--- src/rtl/priority_encoder_8to3_pkg.sv ---
// Shared widths and index type for the 8-to-3 priority encoder.
package priority_encoder_8to3_pkg;

    localparam int unsigned IN_W  = 8;
    localparam int unsigned IDX_W = 3;

    typedef logic [IDX_W-1:0] idx_t;

endpackage

--- src/rtl/priority_encoder_8to3_core.sv ---
// Combinational priority logic: index of the highest set request bit plus a valid flag.
module priority_encoder_8to3_core
    import priority_encoder_8to3_pkg::*;
(
    input  logic [IN_W-1:0]  D,
    output logic [IDX_W-1:0] idx,
    output logic             valid
);

    idx_t idx_c;

    // Ascending scan: a higher set bit overwrites any lower one, so unknown
    // lower bits never decide the result once a higher bit is set.
    always_comb begin
        idx_c = '0;
        for (int unsigned i = 0; i < IN_W; i++) begin
            if (D[i]) begin
                idx_c = idx_t'(i);
            end
        end
    end

    assign idx   = idx_c;
    assign valid = |D;

endmodule

--- src/rtl/priority_encoder_8to3.sv ---
// 8-to-3 priority encoder with an optional output register stage (OUT_REG).
module priority_encoder_8to3
    import priority_encoder_8to3_pkg::*;
#(
    parameter int OUT_REG = 1
) (
    input  logic            clk,
    input  logic            rst_n,
    input  logic [IN_W-1:0] D,
    output logic            A,
    output logic            B,
    output logic            C,
    output logic            V
);

    idx_t idx_c;
    logic valid_c;

    priority_encoder_8to3_core u_core (
        .D     (D),
        .idx   (idx_c),
        .valid (valid_c)
    );

    generate
        if (OUT_REG != 0) begin : g_reg
            idx_t idx_q;
            logic valid_q;

            always_ff @(posedge clk or negedge rst_n) begin
                if (!rst_n) begin
                    idx_q   <= '0;
                    valid_q <= 1'b0;
                end else begin
                    idx_q   <= idx_c;
                    valid_q <= valid_c;
                end
            end

            assign {A, B, C} = idx_q;
            assign V         = valid_q;
        end else begin : g_comb
            assign {A, B, C} = idx_c;
            assign V         = valid_c;
        end
    endgenerate

endmodule

--- config.mk ---
export PLATFORM = sky130hd
export DESIGN_NAME = priority_encoder_8to3
export DESIGN_NICKNAME = d
export VERILOG_FILES = /design/src/rtl/priority_encoder_8to3_pkg.sv /design/src/rtl/priority_encoder_8to3_core.sv /design/src/rtl/priority_encoder_8to3.sv
export SDC_FILE = /design/constraint.sdc
export NUM_CORES = 1
export LEC_CHECK = 0
export CORE_AREA = 2 2 39 41
export DETAILED_ROUTE_END_ITERATION = 8
export DIE_AREA = 0 0 41 43
export PLACE_DENSITY = 0.49
export SYNTH_ARGS = -nofsm -noshare
export SYNTH_HDL_FRONTEND = slang
export SYNTH_SLANG_ARGS = --single-unit
--- constraint.sdc ---
create_clock -name clk -period 0.8 [get_ports clk]
set_input_delay 0.16 -clock clk [delete_from_list [all_inputs] [get_ports clk]]
set_output_delay 0.16 -clock clk [all_outputs]
set_load 0.01 [all_outputs]
==> results of run 1 <==
[synthesized netlist by cell type]
| master | number |
|---|---|
| clkinv_1 | 1 |
| inv_1 | 1 |
| o31ai_1 | 2 |
| nand2_1 | 1 |
| dfrtp_1 | 4 |
| nor2_1 | 4 |
| nand4_1 | 1 |
| a21oi_1 | 2 |
[path summary, 6_finish.rpt]
check	from	end	slack, ns	cells past startpoint
worst max-delay path	g_reg.idx_q[0]$_DFF_PN0_	C	-0.08	1
worst min-delay path	rst_n	g_reg.idx_q[2]$_DFF_PN0_	0.12	1
max in group asynchronous	rst_n	g_reg.idx_q[1]$_DFF_PN0_	0.51	1
min in group clk	D[6]	g_reg.idx_q[0]$_DFF_PN0_	0.19	2
[per-stage QoR]
step,area [sq um],hold slack [ns]
after detailed placement,307.8,0.3729
after global routing,324.1,0.1290
after floorplan,157.7,-0.1356
after global placement,307.8,0.3727
after CTS,309.0,0.1196
final,324.1,0.1235
[layout by cell type, fill, tap and decap left out, types with 2 or more instances in the layout]
cell type        instances
a21oi_1                  2
buf_2                    4
clkbuf_4                 3
clkdlybuf4s50_1          4
dfrtp_1                  4
dlymetal6s2s_1           4
nor2_1                   2
nor2_2                   2
o31ai_1                  2
[power by group through the flow]
stage	Combinational, mW	Sequential, mW	Clock (mW)
6_report	0.0822	0.213	0.249
5_1_grt	0.0930	0.213	0.287
4_1_cts	0.0834	0.213	0.266
3_5_place_dp	0.0924	0.216	0
3_3_place_gp	0.0923	0.216	0
2_1_floorplan	0.0156	0.220	0
[metal layers]
layer	wire length, microns	vias to the layer above	share of wire (%)
li1	-	86	-
met1	195	66	44
met3	88	0	20
met2	161	14	36
met4	0	0	0
met5	0	-	0
[flip-flops by register name, summed over array words and instances (netlist names)]
| register | flops |
|---|---|
| g_reg.idx_q | 3 |
| V | 1 |
[final cells by class]
type	count	area [sq um]	area share (%)
clock buffers	3	22.52	6.950
repair buffers	13	118.9	36.68
multi-input cells	10	55.05	16.99
flip-flops and latches	4	100.1	30.89
inverters	2	7.507	2.317
well taps	16	20.02	6.178
[repair_timing]
item | CTS | global route
setup endpoints to repair | 5 | 7
endpoints found under the hold margin | 0 | 0
buffers inserted | 0 | 0
resized for setup | 17 | 6
pin swaps | 0 | 2
gates cloned | 0 | 0
[kinds of logic after synthesis]
| logic type | after synthesis |
|---|---|
| simple gates | 6 |
| flops | 4 |
| compound gates | 4 |
| buf+inv | 2 |
==> reports/qor.yml, run 1 <==
die_area_sq_um: 1763
combPwrFrac_pct: 15.1
cp-start-kind: "register"
first_pass_iters: 2
worst_slack_ns: -0.07623
num-fill-cells: 158
synth_cell_type_count: 8
path_delay_family: "flip-flops"
p_switching_uw: 117.8
setup-violations-final: 4
detail_route.wl_per_cell_microns: 9.271
first_iter_violations: 1
maxCapViolations: 0
finish.utilization_pct: 23.42
violations: "negative setup slack"
ir_drop_v: 0.0004504
antenna_found_initial: 0
place.gp.congestion: 0.6287
num_rows: 14
cts_root_buffer: "clkbuf_4"
diodes: 0
final_cells: 48
worstPathArrival_ns: 0.72
swShare_pct: 21.65
outcome: "finished, violations left"
nNetsFinal: 44
yosys-top-cells-area: "dfrtp_1 63%, nor2_1 9.5%, o31ai_1 9.5%"
synth_top_family_by_area: "compound AO/OA/AOI/OAI gates"
cp.required_ns: 0.64
worst_pin_slew_ns: 0.1892
slew_viol_final: 0
post-place-ws_ns: -0.3019
grt_use_met2_pct: 6.250
port_buffers: 13
ios: 14
rsz0062_at_grt: "true"
ant_nets: 0
use_met1_pct: 7.143
grt_first_pass_wirelength_microns: 621
dp_hpwl_microns: 340.7
yosysSeqAreaShare_pct: 63.49
finalCriticalPeriod_ns: 0.8762
slowest_stage: "dfrtp_1"
num_vias: 166
min_period_over_period_pct: 109.5
hold_viol: 0
cts_hold_buf: 0
cts.sinks: 4
hold_path.class: "input port to async pin"
die_x_microns: 41
total_power_uw: 544.3
crit_path_max_incr_delay_ns: 0.35
use_met3_pct: 4.712
power_density_nw_per_um2: 1679
clkPwrFrac_pct: 45.8
intPower_uw: 426.4
grt_busiest_layer: "met4"
syn_area_per_cell_sq_um: 9.853
start_util_pct: 11.39
clk_path_buf_depth: 2
area_growth_pct: 105.6
wirelength_microns: 445
vias_per_cell: 3.458
drc: 0
synth_top_area_share_pct: 63.49
path_cells: "buf_2"
netlist.top_cell.by_area: "dfrtp_1"
syn-cell-area_sq_um: 157.7
critPathBufInv: 1
core_area_sq_um: 1384
critical_path_class: "register to output pin"
synth-compound-area-share_pct: 15.87
ys_seq_elements: 4
track_usage_pct: 6.344
synth-adder-area-share_pct: 0
syn-num-nets: 26
overflow: 0
crit_path_end_kind: "output pin"
cts_made_buffers: 3
yosys.area_share.simple_pct: 15.87
grt_max_degree: 5
die_y_microns: 43
p_leak_nw: 0.1586
setup-tns-final_ns: -0.2853
grt_pass1_vias: 152
yosysWarnings: 0
max_freq_ghz: 1.141
synth_cells: 16
drive_above_1_share_pct: 28.13
clk_pin_slew_worst_paths_ns: 0.04
cts_tree: "built"
worstPathMaxFanout: 1
relSlewSlack_pct: 87.28
muxShareOfSynthArea_pct: 0
dpl.cell_count: 45
synth-xor-area-share_pct: 0
cts_htree_levels: 1
seqPwrFrac_pct: 39.1
No activity file was read; power rests on OpenSTA's default activity.
==> run 2: changes to the inputs <==
- HOLD_SLACK_MARGIN: not set -> 0.1
- clock period: 0.8 -> 0.9 ns (I/O delays scaled with it)
==> run 2 against run 1 <==
The run now ends clean. Sequential power fell by 11%. First-iteration DRC count rose to 9.0 times the previous value. Routed wire length fell by 12%. Design area fell by 4.2%. Die area did not move. Via count rose by 1.8%. Clock power fell by 14%. Clock-buffer cell count did not move. Hold slack improved by 0.023 ns. Total power fell by 12%. Critical path depth did not move. Critical path type unchanged. Critical endpoint unchanged. Largest power group unchanged. Highest routed layer unchanged.
==> reports/qor.yml, run 2 (synthesis results as in run 1) <==
outcome: "complete, no violations"
ir_drop_v: 0.0003995
drive_above_1_share_pct: 21.88
path_cells: "buf_2"
rsz0062_at_grt: "true"
crit_path_end_kind: "output pin"
worstPathArrival_ns: 0.71
finalCriticalPeriod_ns: 0.8859
use_met3_pct: 5.236
num_rows: 14
cts_htree_levels: 1
post_dp_cell_area_sq_um: 307.8
grt_pass1_vias: 154
core_area_sq_um: 1384
start_util_pct: 11.39
grt_first_pass_wirelength_microns: 627
worst_pin_slew_ns: 0.2029
hold_path.class: "input port to async pin"
critical_path_class: "register to output pin"
combPwrFrac_pct: 15.6
worstPathMaxFanout: 1
power_density_nw_per_um2: 1535
intPower_uw: 382.0
die_x_microns: 41
min_period_over_period_pct: 98.43
hold_viol: 0
drc: 0
cts_tree: "built"
grt_use_met2_pct: 5.313
layout_commonest_cell: "clkdlybuf4s50_1"
slew_viol_final: 0
maxCapViolations: 0
cts.repair.resized: 16
seqPwrFrac_pct: 39.7
top_register: "g_reg.idx_q"
cts.sinks: 4
p_leak_nw: 0.1208
cts_made_buffers: 3
wirelength_microns: 392
swShare_pct: 19.80
detail_route.wl_per_cell_microns: 8.167
port_buffers: 13
finish.utilization_pct: 22.42
die_y_microns: 43
critPathBufInv: 1
use_met1_pct: 7.492
cts_root_buffer: "clkbuf_4"
largest_reg_flops: 3
vias_per_cell: 3.521
first_pass_iters: 4
max_freq_ghz: 1.129
overflow: 0
area_growth_pct: 96.83
cp.required_ns: 0.72
die_area_sq_um: 1763
crit_path_max_incr_delay_ns: 0.35
clk_pin_slew_worst_paths_ns: 0.04
antenna_found_initial: 0
cp-start-kind: "register"
ios: 14
final_cell_mix: "9 x clkdlybuf4s50_1, 4 x dfrtp_1, 4 x nor2_1, 4 x buf_2, 3 x clkbuf_4"
relSlewSlack_pct: 86.35
num_vias: 169
cts_hold_buf: 0
ant_nets: 0
grt_busiest_layer: "met1"
nNetsFinal: 44
p_switching_uw: 94.30
place.gp.congestion: 0.6280
first_iter_violations: 9
cts_setup_buffers: 0
clk_path_buf_depth: 2
setup-violations-final: 0
track_usage_pct: 5.948
path_delay_family: "flip-flops"
slowest_stage: "dfrtp_1"
final_area_sq_um: 310.3
diodes: 0
grt_max_degree: 5
clkPwrFrac_pct: 44.7
-- run 2: cell count changes in the layout (fill, tap and decap cells not counted), sizes merged --
cell | previous run | this run
clkdlybuf4s50 | 4 | 9
dlymetal6s2s | 4 | 0
dlygate4sd2 | 1 | 0
-- run 2: path summary, 6_finish.rpt --
| path | from | endpoint | slack, ns | cells past startpoint |
|---|---|---|---|---|
| max in group asynchronous | rst_n | g_reg.idx_q[2]$_DFF_PN0_ | 0.60 | 1 |
| setup / recovery | g_reg.idx_q[0]$_DFF_PN0_ | C | 0.01 | 1 |
| min in group clk | D[0] | V$_DFF_PN0_ | 0.55 | 3 |
| hold / removal | rst_n | V$_DFF_PN0_ | 0.15 | 1 |
-- run 2: per-stage QoR --
step	hold slack [ns]	cells	TNS, ns	power (mW)	setup slack (ns)
floorplan	-0.1156	16	0	0.2096	0.3444
global placement	0.3934	45	-1.049	0.2738	-0.2065
detailed placement	0.3894	45	-1.014	0.2731	-0.2059
CTS	0.1384	48	-0.005642	0.4942	-0.003890
global route	0.1595	48	-0.06419	0.5075	-0.02315
finish	0.1461	48	0	0.4764	0.01414
-- run 2: routing by layer --
layer,routed length [microns],vias to the layer above
li1,-,89
met1,194,64
met2,118,16
met3,79,0
met4,0,0
met5,0,-
-- run 2: power groups by stage --
| stage | clock (mW) | combinational, mW | sequential [mW] |
|---|---|---|---|
| global placement | 0 | 0.0821 | 0.192 |
| floorplan | 0 | 0.0139 | 0.196 |
| detailed placement | 0 | 0.0814 | 0.192 |
| global route | 0.236 | 0.0820 | 0.190 |
| CTS | 0.230 | 0.0750 | 0.189 |
| finish | 0.213 | 0.0744 | 0.189 |
-- run 2: cell type report --
type / instances / area [sq um]
fill: 168 / 1074
timing repair buffer: 13 / 110.1
inverter: 2 / 7.507
multi-input combinational: 10 / 50.05
clock buffer: 3 / 22.52
tap: 16 / 20.02
sequential: 4 / 100.1
==> run 3: changes to the inputs <==
- GPL_TIMING_DRIVEN: not set -> 1
==> results of run 3 <==
No change in the layout: final DEF, timing and power equal those of run 2.
